<file path="src/rtl/priority_serializer_pkg.sv">
// Shared types for the priority serializer: FSM state encoding.
package priority_serializer_pkg;

  typedef enum logic [0:0] {
    IDLE = 1'b0,
    BUSY = 1'b1
  } ps_state_e;

endpackage : priority_serializer_pkg

</file>
<file path="src/rtl/priority_serializer_onehot.sv">
// Rightmost-set-bit isolator (priority_to_onehot_base) with a cumulative-valid flag.
// IMPLEMENTATION=0 uses two's-complement isolation; any other value uses a ripple scan.
module priority_to_onehot_base #(
  parameter int IMPLEMENTATION = 0,
  parameter int WIDTH          = 32
) (
  input  logic [WIDTH-1:0] dat_i,
  output logic [WIDTH-1:0] oht_o,
  output logic             vld_o
);

  generate
    if (IMPLEMENTATION == 0) begin : g_arith
      logic [WIDTH-1:0] neg_s;

      // Negation is WIDTH bits wide, carry-out discarded.
      always_comb begin
        neg_s = ~dat_i + WIDTH'(1);
        oht_o = dat_i & neg_s;
        vld_o = |dat_i;
      end
    end else begin : g_ripple
      logic [WIDTH-1:0] cum_s;

      always_comb begin
        oht_o = '0;
        cum_s = '0;
        for (int i = 0; i < WIDTH; i++) begin
          if (i == 0) begin
            oht_o[i] = dat_i[i];
            cum_s[i] = dat_i[i];
          end else begin
            oht_o[i] = dat_i[i] & ~cum_s[i-1];
            cum_s[i] = dat_i[i] | cum_s[i-1];
          end
        end
        vld_o = cum_s[WIDTH-1];
      end
    end
  endgenerate

endmodule : priority_to_onehot_base

</file>
<file path="src/rtl/priority_serializer.sv">
// Serializes a multi-hot request vector into one-hot grants, lowest index first.
// Optional gnt_idx port / binary encoder enabled by defining PRIORITY_SERIALIZER_INDEX_EN.
module priority_serializer
  import priority_serializer_pkg::*;
#(
  parameter  int WIDTH     = 32,
  localparam int WIDTH_LOG = $clog2(WIDTH)
) (
  input  logic                 clk,
  input  logic                 rst_n,
  input  logic                 req_vld,
  output logic                 req_rdy,
  input  logic [WIDTH-1:0]     req_dat,
  output logic                 gnt_vld,
  input  logic                 gnt_rdy,
  output logic [WIDTH-1:0]     gnt_oht,
`ifdef PRIORITY_SERIALIZER_INDEX_EN
  output logic [WIDTH_LOG-1:0] gnt_idx,
`endif
  output logic                 gnt_lst
);

  ps_state_e        state_q, state_d;
  logic [WIDTH-1:0] pnd_q, pnd_d;
  logic [WIDTH-1:0] oht_s;
  logic             any_s;
  logic             gnt_hs_s;
  logic             req_hs_s;

  priority_to_onehot_base #(
    .IMPLEMENTATION (0),
    .WIDTH          (WIDTH)
  ) u_onehot (
    .dat_i (pnd_q),
    .oht_o (oht_s),
    .vld_o (any_s)
  );

  // Grant outputs depend on pnd only; any_s gates gnt_lst low while idle (pnd=0).
  always_comb begin
    gnt_vld  = (state_q == BUSY);
    gnt_oht  = oht_s;
    gnt_lst  = any_s & ((pnd_q & ~oht_s) == '0);
    gnt_hs_s = gnt_vld & gnt_rdy;
    req_rdy  = (state_q == IDLE) | (gnt_hs_s & gnt_lst);
    req_hs_s = req_vld & req_rdy;
  end

`ifdef PRIORITY_SERIALIZER_INDEX_EN
  // One-hot to binary: OR of the indices of the set bits.
  always_comb begin
    gnt_idx = '0;
    for (int i = 0; i < WIDTH; i++) begin
      if (oht_s[i]) begin
        gnt_idx = gnt_idx | WIDTH_LOG'(i);
      end else begin
        gnt_idx = gnt_idx;
      end
    end
  end
`endif

  // A newly accepted vector overrides the retire of the final beat.
  always_comb begin
    state_d = state_q;
    pnd_d   = pnd_q;
    if (req_hs_s) begin
      if (req_dat != '0) begin
        state_d = BUSY;
        pnd_d   = req_dat;
      end else begin
        state_d = IDLE;
        pnd_d   = '0;
      end
    end else if (gnt_hs_s) begin
      if (gnt_lst) begin
        state_d = IDLE;
        pnd_d   = '0;
      end else begin
        state_d = BUSY;
        pnd_d   = pnd_q & ~oht_s;
      end
    end else begin
      state_d = state_q;
      pnd_d   = pnd_q;
    end
  end

  always_ff @(posedge clk or negedge rst_n) begin
    if (!rst_n) begin
      state_q <= IDLE;
      pnd_q   <= '0;
    end else begin
      state_q <= state_d;
      pnd_q   <= pnd_d;
    end
  end

endmodule : priority_serializer

</file>
<file path="config.mk">
export PLATFORM = sky130hd
export DESIGN_NAME = priority_serializer
export DESIGN_NICKNAME = d
export VERILOG_FILES = /design/src/rtl/priority_serializer_pkg.sv /design/src/rtl/priority_serializer_onehot.sv /design/src/rtl/priority_serializer.sv
export SDC_FILE = /design/constraint.sdc
export NUM_CORES = 1
export LEC_CHECK = 0
export ABC_AREA = 1
export CAP_MARGIN = 20
export CORE_MARGIN = 8
export CORE_UTILIZATION = 45
export DETAILED_ROUTE_END_ITERATION = 7
export HOLD_SLACK_MARGIN = 0.05
export PLACE_DENSITY = 0.8
export SYNTH_ARGS = -nofsm -noshare
export SYNTH_HDL_FRONTEND = slang
export SYNTH_SLANG_ARGS = --single-unit
</file>
<file path="constraint.sdc">
create_clock -name clk -period 4.45 [get_ports clk]
set_input_delay 0.89 -clock clk [delete_from_list [all_inputs] [get_ports clk]]
set_output_delay 0.89 -clock clk [all_outputs]
set_load 0.005 [all_outputs]
</file>
==> Yosys cells after proc, flatten, opt, wreduce, memory -nomap -nowiden <==
Index checks and enable logic that the tools add are counted.
{ "op_classes": {"n_addsub": 1, "n_bitwise": 10, "muxes": 8, "n_reduce_logical": 4} }
{ "ops": {"columns": ["operator", "n"], "rows": [
  ["$mux 32", 4],
  ["$and 32x32->32", 2],
  ["$not 32->32", 2],
  ["$add 32x1->32 const B", 1],
  ["$logic_not 32->1", 1],
  ["$reduce_bool 32->1", 1],
  ["$reduce_or 32->1", 1],
  ["$and 1x1->1", 4],
  ["$mux 1", 4],
  ["$reduce_bool 2->1", 1],
  ["$not 1->1", 1],
  ["$or 1x1->1", 1]
]} }
{ "totals": {"regBits": 33, "wordCells": 25, "output_inout_bits": 35, "in_bits": 36} }

==> Depth between registers and ports, before layout <==
Gate-level depths: netlist of the first run.
{ "logic_depth": {"depth_word": 11, "ltp_mapped": 16, "ltp_nobuf": 15} }

==> Modules after synthesis <==
Synthesis of the first run repeated with hierarchy kept, for this count alone.
{ "unflattened": {"hier_cells": 530, "area_unflattened_um2": 2981.6} }
{ "by_module_without_submodules": {"columns": ["module", "area_each_um2", "n_inst", "cells_per_inst", "seq_area_each_um2"], "rows": [
  ["priority_serializer", 2338.5, 1, 379, 825.8],
  ["priority_to_onehot_base", 643.1, 1, 151, 0.0]
]} }

==> Least setup slack after synthesis of the first run <==
No wires, ideal clock.
{ "synth_path": {"kind": "register to output", "start": "register pnd_q[0]", "end": "output req_rdy", "t_arrival_ns": 1.825, "slack_ns": 1.735, "path_stages_with_launch": 13, "path_buffers": 1, "t_required_ns": 3.560, "cell_sequence": "dfrtp_1 > nor2_4 > nand2_2 > nor2_4 > nand2_2 > o21ai_2 > nand2_1 > nor2_1 > nand2_1 > nor2_1 > nand3_1 > nand2_4 > buf_4"} }
{ "synth_between": {"elab_chain_len": 9, "elab_cells_between_ends": 10, "cone_classes": "add/sub (1); bitwise (7); reduce/logical (2)"} }
{ "synth_rtl": {"columns": ["element", "line", "source"], "rows": [
  ["from (decl)", "priority_serializer.sv:24", "logic [WIDTH-1:0] pnd_q, pnd_d;"],
  ["from (signal assigned)", "priority_serializer.sv:95", "pnd_q <= pnd_d;"],
  ["$not 32->32", "priority_serializer_onehot.sv:18", "neg_s = ~dat_i + WIDTH'(1);"],
  ["$add 32x1->32", "priority_serializer_onehot.sv:18", null],
  ["$and 32x32->32", "priority_serializer_onehot.sv:19", "oht_o = dat_i & neg_s;"],
  ["$not 32->32", "priority_serializer.sv:43", "gnt_lst = any_s & ((pnd_q & ~oht_s) == '0);"],
  ["$and 32x32->32", "priority_serializer.sv:43", null],
  ["$logic_not 32->1", "priority_serializer.sv:43", null],
  ["$and 1x1->1 *", "priority_serializer.sv:43", null],
  ["$and 1x1->1 *", "priority_serializer.sv:45", "req_rdy = (state_q == IDLE) | (gnt_hs_s & gnt_lst);"],
  ["$or 1x1->1 *", "priority_serializer.sv:45", null],
  ["to (decl)", "priority_serializer.sv:12", "output logic req_rdy,"]
]} }
Every way passes the cells marked *; elsewhere a longest branch is shown, timed or not.

==> Final worst setup path of the first run <==
{ "layout_path": {"start": "register pnd_q[4]", "end": "output req_rdy"} }
The elaborated chain is that of the path after synthesis.

==> flow_summary.yaml, run 1 <==
yosys:
  synth_cells: 517
  yosysWarningCount: 0
  synth_cell_types: 21
  syn_area_per_cell_um2: 5.649
  synth_seq_area_share_pct: 28.28
  syn_area_mm2: 0.002920
  synth-seq-cells: 33
  synth_fp_nets: 553
worst_setup_path:
  cp.depth: 12
  r2r_slack_ps: 1340
  endpoint: "req_rdy"
  crit_type: "flip-flop to output pin"
  crit_buf_inv: 2
  critPathMostFrequentCell: "nor2_1"
  max_stage_delay_ps: 590
  crit_slowest_cell: "clkdlybuf4s50_1"
  worstPathRequired_ps: 3560
  reg2reg_from: "pnd_q[4]"
  reg2reg_to: "pnd_q[23]"
  cp_top_family: "simple AND/OR/NAND/NOR gates"
  worstRegToRegCells: 15
  cp-start-kind: "flip-flop"
  arrival_ps: 3220
  path_cells: "nor2_1, inv_1, nor2_1, nand2_1, o21ai_1, nand2_1, nor2_1, nand2_1, nor2_1, nand3_1, nand2_4, clkdlybuf4s50_1"
  crit_start: "pnd_q[4]"
  crit_path_max_fanout: 34
  end_kind: "output pin"
global_route:
  grt.met2_usage_pct: 36.47
  grt_first_pass_wirelength_mm: 16.75
  grt_max_degree: 35
  grt_overflow_total: 0
  grt-busiest-layer: "met2"
  grt_use_met1_pct: 31.35
  grt_use_met3_pct: 5.023
  grt_pass1_vias: 3350
  antenna_found_initial: 0
  grt_usage_pct: 23.21
route:
  drcViolationCount: 0
  vias_per_cell: 5.287
  wire_per_inst_um: 15.79
  ant_nets: 0
  drt-pass1-iter-count: 5
  wirelength_mm: 10.39
  drt_iter0_drc: 294
  vias: 3479
place:
  postPlaceCellArea_mm2: 0.003637
  portBuffers: 70
  dp_hpwl_mm: 8.036
  place.gp.congestion: 0.9855
timing:
  period_needed_ps: 4111
  slew_headroom_pct: 26.27
  clock_skew_ps: 9.891
  rsz0062_at_grt: "false"
  period_share_pct: 92.37
  fmax_mhz: 243.3
  tightest_slew_ps: 1105
  hold_viol: 0
  slew_viol_final: 0
  tns_ps: 0
  setup-violations-final: 0
finish:
  syn2layout_area_growth_pct: 28.53
  antenna_cells: 0
  fin_util_pct: 59.45
  fin_area_mm2: 0.003754
  drive_gt1_share_pct: 3.787
  nNetsFinal: 616
clock_tree:
  insertion_delay_ps: 300
  cts_tree: "built"
  h-tree-depth: 2
  clk_path_buf_depth: 2
  numCtsBuffers: 5
  cts_resized: 0
  cts-root-buf: "clkbuf_8"
  cts_sinks: 33
  cts_hold_buf: 0
  clk_pin_slew_ps: 80
  post_cts_buffers: 0
floorplan:
  io_pins: 71
  dieArea_mm2: 0.009323
  core_mm2: 0.006314
  start_util_pct: 46.25
  die_y_um: 96.56
  die_w_um: 96.56
  row_count: 29
min_path:
  hold_class: "flip-flop to flip-flop"
power_and_ir_drop:
  p_leak_nw: 1.893
  power_density_mw_per_mm2: 614.8
  power.total_w: 0.002308
  vdd_drop_max_mv: 0.4931
run_status:
  status: "finished, final reports clean"
job:
  cap_violations: 0
sequential cells by signal, summed over array words and instances, names as in the netlist:
register / flops
gnt_vld: 1
pnd_q: 32
layout make-up:
cell class | instances | area, um2
Fill cell | 677 | 2560
Multi-Input combinational cell | 389 | 1699
Sequential cell | 33 | 825.8
Timing Repair Buffer | 73 | 723.2
Inverter | 78 | 292.8
Tap cell | 77 | 96.34
Clock buffer | 7 | 86.33
Clock inverter | 1 | 30.03
layout by cell type (no fill, tap or decap), types with 2 or more instances in the layout:
| cell | count |
|---|---|
| nor3_1 | 10 |
| nand4_1 | 14 |
| dfrtp_1 | 33 |
| nor3b_1 | 3 |
| nor2_4 | 3 |
| nand2_2 | 2 |
| buf_4 | 3 |
| nand2_4 | 3 |
| o21ai_2 | 3 |
| nand3_1 | 79 |
| o21ai_1 | 3 |
| clkbuf_8 | 6 |
| clkdlybuf4s50_1 | 70 |
| nand2_1 | 171 |
| nor4_1 | 3 |
| inv_1 | 78 |
| nor2_1 | 92 |
power by group:
group	switching, W	total, W	internal, W	leakage [nW]
Sequential	0.000211	0.000656	0.000445	0.410
Combinational	0.000890	0.00134	0.000452	1.42
Clock	0.000127	0.000309	0.000183	0.0585
Total	0.00123	0.00231	0.00108	1.89
worst min path at each step:
stage | start | to | slack, ps | cells past startpoint
finish | pnd_q[31] | pnd_q[31] | 500 | 2
global route | pnd_q[31] | pnd_q[31] | 530 | 2
CTS | pnd_q[31] | pnd_q[31] | 490 | 2
detailed placement | pnd_q[31] | pnd_q[31] | 480 | 2
global placement | pnd_q[31] | pnd_q[31] | 470 | 2
floorplan | pnd_q[31] | pnd_q[31] | 450 | 2
cells in the mapped netlist (all sizes together):
master / count / area [um2]
nor4: 3 / 18.77
nand2: 176 / 688.2
clkbuf: 6 / 22.52
dfrtp: 33 / 825.8
inv: 78 / 292.8
buf: 11 / 83.83
nor2: 96 / 385.4
nor3: 10 / 50.05
nand4: 14 / 87.58
nor3b: 3 / 22.52
a21oi: 1 / 5.000
o21ai: 7 / 42.54
nand3: 79 / 395.4
through the flow:
stage | hold WS (ps) | std cells | worst slack [ps]
2_1_floorplan | 449.1 | 517 | 1735
3_3_place_gp | 473.9 | 650 | 699.5
3_5_place_dp | 475.0 | 650 | 711.6
4_1_cts | 494.5 | 658 | 387.4
5_1_grt | 525.1 | 658 | 93.42
6_report | 497.5 | 658 | 339.5
per-layer routing:
layer | wire [um] | vias to the layer above
li1 | - | 1728
met1 | 4443 | 1547
met3 | 1000 | 17
met2 | 4750 | 187
met4 | 193 | 0
met5 | 0 | -
tightest hold or removal path, delay by kind of cell (launching register included):
kind / cells / cell delay (ps)
DFF: 1 / 350
and+or+nand+nor: 2 / 120
kinds of logic (layout without fill, tap and decap cells):
| group | Yosys count | after routing | synth area share [%] |
|---|---|---|---|
| flops | 33 | 33 | 28.28 |
| compound gates | 8 | 8 | 1.628 |
| buf+inv | 95 | 159 | 13.67 |
| simple gates | 381 | 381 | 56.43 |
Note: power is estimated with default switching activity, not from simulation.
==> inputs of run 2 (changes only) <==
--- a/config.mk
+++ b/config.mk
@@ -12,4 +12,5 @@
 export DETAILED_ROUTE_END_ITERATION = 7
-export HOLD_SLACK_MARGIN = 0.05
-export PLACE_DENSITY = 0.8
+export DONT_BUFFER_PORTS = 1
+export HOLD_SLACK_MARGIN = 0.12
+export PLACE_DENSITY = 0.66
 export SYNTH_ARGS = -nofsm -noshare
==> constraint.sdc (replaced) <==
create_clock -name clk -period 4.45 [get_ports clk]
set_input_delay 1.335 -clock clk [delete_from_list [all_inputs] [get_ports clk]]
set_output_delay 1.335 -clock clk [all_outputs]
set_load 0.005 [all_outputs]
==> run 2 against run 1 <==
Compared with the run above: critical path depth fell by 1; count of clock-buffer cells in the layout down 2; clock skew decreased by 5.0 ps; global-route usage shrank 0.72 points; register-to-register slack better by 60 ps; routed wire length is 2.1% lower; highest routed layer unchanged.
==> flow_summary.yaml, run 2 (same netlist as run 1, synthesis figures left out) <==
route:
  ant_nets: 0
  vias_per_cell: 5.501
  drt-pass1-iter-count: 5
  wire_per_inst_um: 17.33
  wirelength_mm: 10.17
  drt_iter0_drc: 249
  drcViolationCount: 0
  vias: 3229
timing:
  tns_ps: 0
  period_share_pct: 87.44
  tightest_slew_ps: 603.8
  slew_viol_final: 0
  rsz0062_at_grt: "false"
  setup-violations-final: 0
  slew_headroom_pct: 59.70
  hold_viol: 0
  fmax_mhz: 257.0
  period_needed_ps: 3891
  clock_skew_ps: 4.878
worst_setup_path:
  worstPathRequired_ps: 3120
  crit_path_max_fanout: 34
  cp-start-kind: "flip-flop"
  critPathMostFrequentCell: "nand2_1"
  path_cells: "nor2_1, nand2_1, nor2_4, nand2_1, o21ai_2, nand2_1, nor2_1, nand2_1, nor2_1, nand3_1, nand2_4"
  crit_slowest_cell: "dfrtp_1"
  cp_top_family: "simple AND/OR/NAND/NOR gates"
  r2r_slack_ps: 1400
  crit_buf_inv: 0
  end_kind: "output pin"
  arrival_ps: 2560
  crit_type: "flip-flop to output pin"
  max_stage_delay_ps: 470
clock_tree:
  h-tree-depth: 2
  cts_resized: 0
  cts_hold_buf: 0
  clk_path_buf_depth: 2
  cts-root-buf: "clkbuf_8"
  numCtsBuffers: 5
  post_cts_buffers: 0
  cts_sinks: 33
  cts_tree: "built"
  insertion_delay_ps: 290
  clk_pin_slew_ps: 80
finish:
  antenna_cells: 0
  nNetsFinal: 545
  final_cell_mix: "nand2_1, nor2_1, nand3_1"
  layout.cells.most_common: "nand2_1"
  fillerInstances: 717
  largest_reg_flops: 32
  syn2layout_area_growth_pct: 3.513
  top_register: "pnd_q"
  drive_gt1_share_pct: 4.314
floorplan:
  die_w_um: 96.56
  dieArea_mm2: 0.009323
  core_mm2: 0.006314
  die_y_um: 96.56
  row_count: 29
  io_pins: 71
  start_util_pct: 46.25
run_status:
  status: "finished, final reports clean"
power_and_ir_drop:
  vdd_drop_max_mv: 0.6297
  power.total_w: 0.002119
  power_density_mw_per_mm2: 701.1
  p_leak_nw: 1.618
place:
  place.gp.congestion: 0.9553
  portBuffers: 0
  dp_hpwl_mm: 7.927
job:
  cap_violations: 0
global_route:
  grt_usage_pct: 22.49
  grt_first_pass_wirelength_mm: 16.22
  grt_pass1_vias: 3069
  grt_overflow_total: 0
  grt_max_degree: 35
  antenna_found_initial: 0
min_path:
  hold_class: "flip-flop to flip-flop"
-- run 2: tightest hold or removal path, cell delays in order (launching register included) --
cell     delay (ps)
dfrtp_1         360
nand2_1          60
nand2_1          60
-- run 2: layout make-up --
cell class | instances | area [um2] | area share, %
clock buffer | 5 | 68.82 | 2.276
tap | 77 | 96.34 | 3.187
sequential | 33 | 825.8 | 27.32
inverter | 78 | 292.8 | 9.685
timing repair buffer | 2 | 22.52 | 0.7450
multi-input combinational | 389 | 1699 | 56.21
clock inverter | 3 | 17.52 | 0.5795
-- run 2: report_power, final --
part / total, W / internal [W] / leakage (nW) / switching (W)
clock network: 0.000233 / 0.000108 / 0.0439 / 0.000125
registers: 0.000661 / 0.000445 / 0.410 / 0.000216
logic: 0.00122 / 0.000368 / 1.16 / 0.000856
total: 0.00212 / 0.000922 / 1.62 / 0.00120
-- run 2: per-layer routing --
metal | share of wire [%] | up-vias | track usage, %
met4 | 1.7 | 0 | 5.675
met3 | 8.9 | 12 | 4.714
met5 | 0 | - | 0
met1 | 46 | 1482 | 31.72
met2 | 43 | 151 | 33.99
li1 | - | 1584 | -
-- run 2: path summary, 6_finish.rpt --
kind                           start  cells past startpoint        end
min                        pnd_q[31]                      2  pnd_q[31]
min reg2reg                pnd_q[31]                      2  pnd_q[31]
max reg2reg                 pnd_q[4]                     15  pnd_q[29]
min in group asynchronous      rst_n                      0  pnd_q[22]
max                         pnd_q[4]                     11    req_rdy
max in group asynchronous      rst_n                      0  pnd_q[25]
-- run 2: stage by stage --
| step | hold slack, ps | cells | setup WS [ps] | util [%] | cell area, um2 |
|---|---|---|---|---|---|
| floorplan | 449.1 | 517 | 1290 | - | 2920 |
| global placement | 466.3 | 578 | 844.2 | 46.27 | 2922 |
| detailed placement | 474.0 | 578 | 906.6 | 46.27 | 2922 |
| CTS | 495.2 | 586 | 580.0 | 47.64 | 3008 |
| global route | 514.2 | 587 | 275.2 | 47.88 | 3023 |
| finish | 497.8 | 587 | 559.1 | 47.88 | 3023 |
==> inputs of run 3 (changes only) <==
- CORE_MARGIN: 8 -> 2
==> run 3 against run 2 <==
Compared with the run above: non-clock buffer count did not move; critical endpoint unchanged; global-route usage up 5.5 points; clock power is 15% higher; first-iteration DRC count up 49%; die area down 23%; critical path depth did not move; sequential cell count is the same; critical path type unchanged; total power rose by 1.4%; sequential share of layout area shrank 0.13 points.
==> flow_summary.yaml, run 3 (same netlist as run 1, synthesis figures left out) <==
finish:
  fillerInstances: 714
  largest_reg_flops: 32
  final_cell_mix: "nand2_1, nor2_1, nand3_1"
  nNetsFinal: 545
  antenna_cells: 0
  fin_util_pct: 48.12
  fin_area_mm2: 0.003038
  layout.cells.most_common: "nand2_1"
  drive_gt1_share_pct: 4.314
  syn2layout_area_growth_pct: 4.027
  seq_area_um2: 825.8
  multiInputGateArea_mm2: 0.001699
  top_register: "pnd_q"
global_route:
  grt_overflow_total: 0
  grt_usage_pct: 28.00
  grt_use_met1_pct: 41.31
  grt_first_pass_wirelength_mm: 15.64
  grt.met2_usage_pct: 40.87
  grt-busiest-layer: "met1"
  grt_max_degree: 35
  grt_pass1_vias: 3006
  antenna_found_initial: 0
  grt_use_met3_pct: 5.605
timing:
  slew_headroom_pct: 61.55
  fmax_mhz: 250.6
  period_needed_ps: 3991
  rsz0062_at_grt: "false"
  slew_viol_final: 0
  tightest_slew_ps: 576.1
  period_share_pct: 89.69
  setup-violations-final: 0
  clock_skew_ps: 3.457
  tns_ps: 0
  setup_ws_ps: 458.8
  hold_viol: 0
min_path:
  min_from: "pnd_q[31]"
  min_delay_path_depth: 2
  worst_hold_path.endpoint: "pnd_q[31]"
  hold_class: "flip-flop to flip-flop"
place:
  dp_hpwl_mm: 7.400
  postPlaceCellArea_mm2: 0.002922
  portBuffers: 0
  place.gp.congestion: 0.9929
  dpl_worst_slack_ps: 822.1
route:
  vias: 3278
  wirelength_mm: 9.748
  drt-pass1-iter-count: 5
  drcViolationCount: 0
  drt_iter0_drc: 370
  wire_per_inst_um: 16.61
  vias_per_cell: 5.584
  ant_nets: 0
clock_tree:
  cts-root-buf: "clkbuf_8"
  numCtsBuffers: 5
  cts_sinks: 33
  cts_tree: "built"
  cts_resized: 0
  insertion_delay_ps: 300
  clk_pin_slew_ps: 80
  post_cts_buffers: 0
  h-tree-depth: 2
  cts_hold_buf: 0
  clk_path_buf_depth: 2
worst_setup_path:
  crit_buf_inv: 0
  r2r_slack_ps: 1330
  crit_start: "pnd_q[0]"
  cp-start-kind: "flip-flop"
  path_cells: "nor2_4, nand2_4, nor2_1, nand2_1, o21ai_1, nand2_1, nor2_1, nand2_1, nor2_1, nand3_1, nand2_4"
  max_stage_delay_ps: 470
  cp_top_family: "simple AND/OR/NAND/NOR gates"
  arrival_ps: 2660
  reg2reg_from: "pnd_q[0]"
  crit_type: "flip-flop to output pin"
  crit_slowest_cell: "dfrtp_1"
  worstPathRequired_ps: 3120
  crit_path_max_fanout: 34
  worstRegToRegCells: 15
  reg2reg_to: "pnd_q[23]"
  end_kind: "output pin"
power_and_ir_drop:
  power_density_mw_per_mm2: 707.3
  vdd_drop_max_mv: 0.5112
  p_leak_nw: 1.629
floorplan:
  row_count: 29
  core_mm2: 0.006314
  die_w_um: 84.56
  start_util_pct: 46.25
  die_y_um: 84.56
  io_pins: 71
  dieArea_mm2: 0.007150
run_status:
  status: "finished, final reports clean"
job:
  cap_violations: 0
-- run 3: tightest hold or removal path: stages (launching register included) --
cell     delay, ps
dfrtp_1        360
nand2_1         60
nand2_1         60
-- run 3: final cells by class --
cell class | instances | area share (%)
multi-input combinational | 389 | 55.93
sequential | 33 | 27.18
inverter | 78 | 9.638
clock buffer | 7 | 3.171
tap | 77 | 3.171
timing repair buffer | 2 | 0.7414
clock inverter | 1 | 0.1647
-- run 3: through the flow --
stage                     hold WS (ps)  cells  total power, W
after floorplan                  449.1    517        0.001567
after global placement           469.6    578        0.001838
after detailed placement         481.3    578        0.001848
after CTS                        501.3    586        0.002119
after global routing             554.0    587        0.002344
final                            506.4    587        0.002149
-- run 3: worst max-delay path by stage --
stage          cells past startpoint      end  slack (ps)
3_5_place_dp                      11  req_rdy         820
3_3_place_gp                      11  req_rdy         850
5_1_grt                           11  req_rdy         270
2_1_floorplan                     12  req_rdy        1290
6_report                          11  req_rdy         460
4_1_cts                           11  req_rdy         500
-- run 3: power breakdown --
part / switching (W) / internal (W)
logic: 0.000856 / 0.000368
registers: 0.000211 / 0.000445
clock network: 0.000128 / 0.000140
total: 0.00119 / 0.000954
-- run 3: routing by layer --
metal  vias to the layer above  wire [um]
li1                       1589          -
met1                      1515       4502
met2                       158       4152
met3                        16        837
met4                         0        255
met5                         -          0
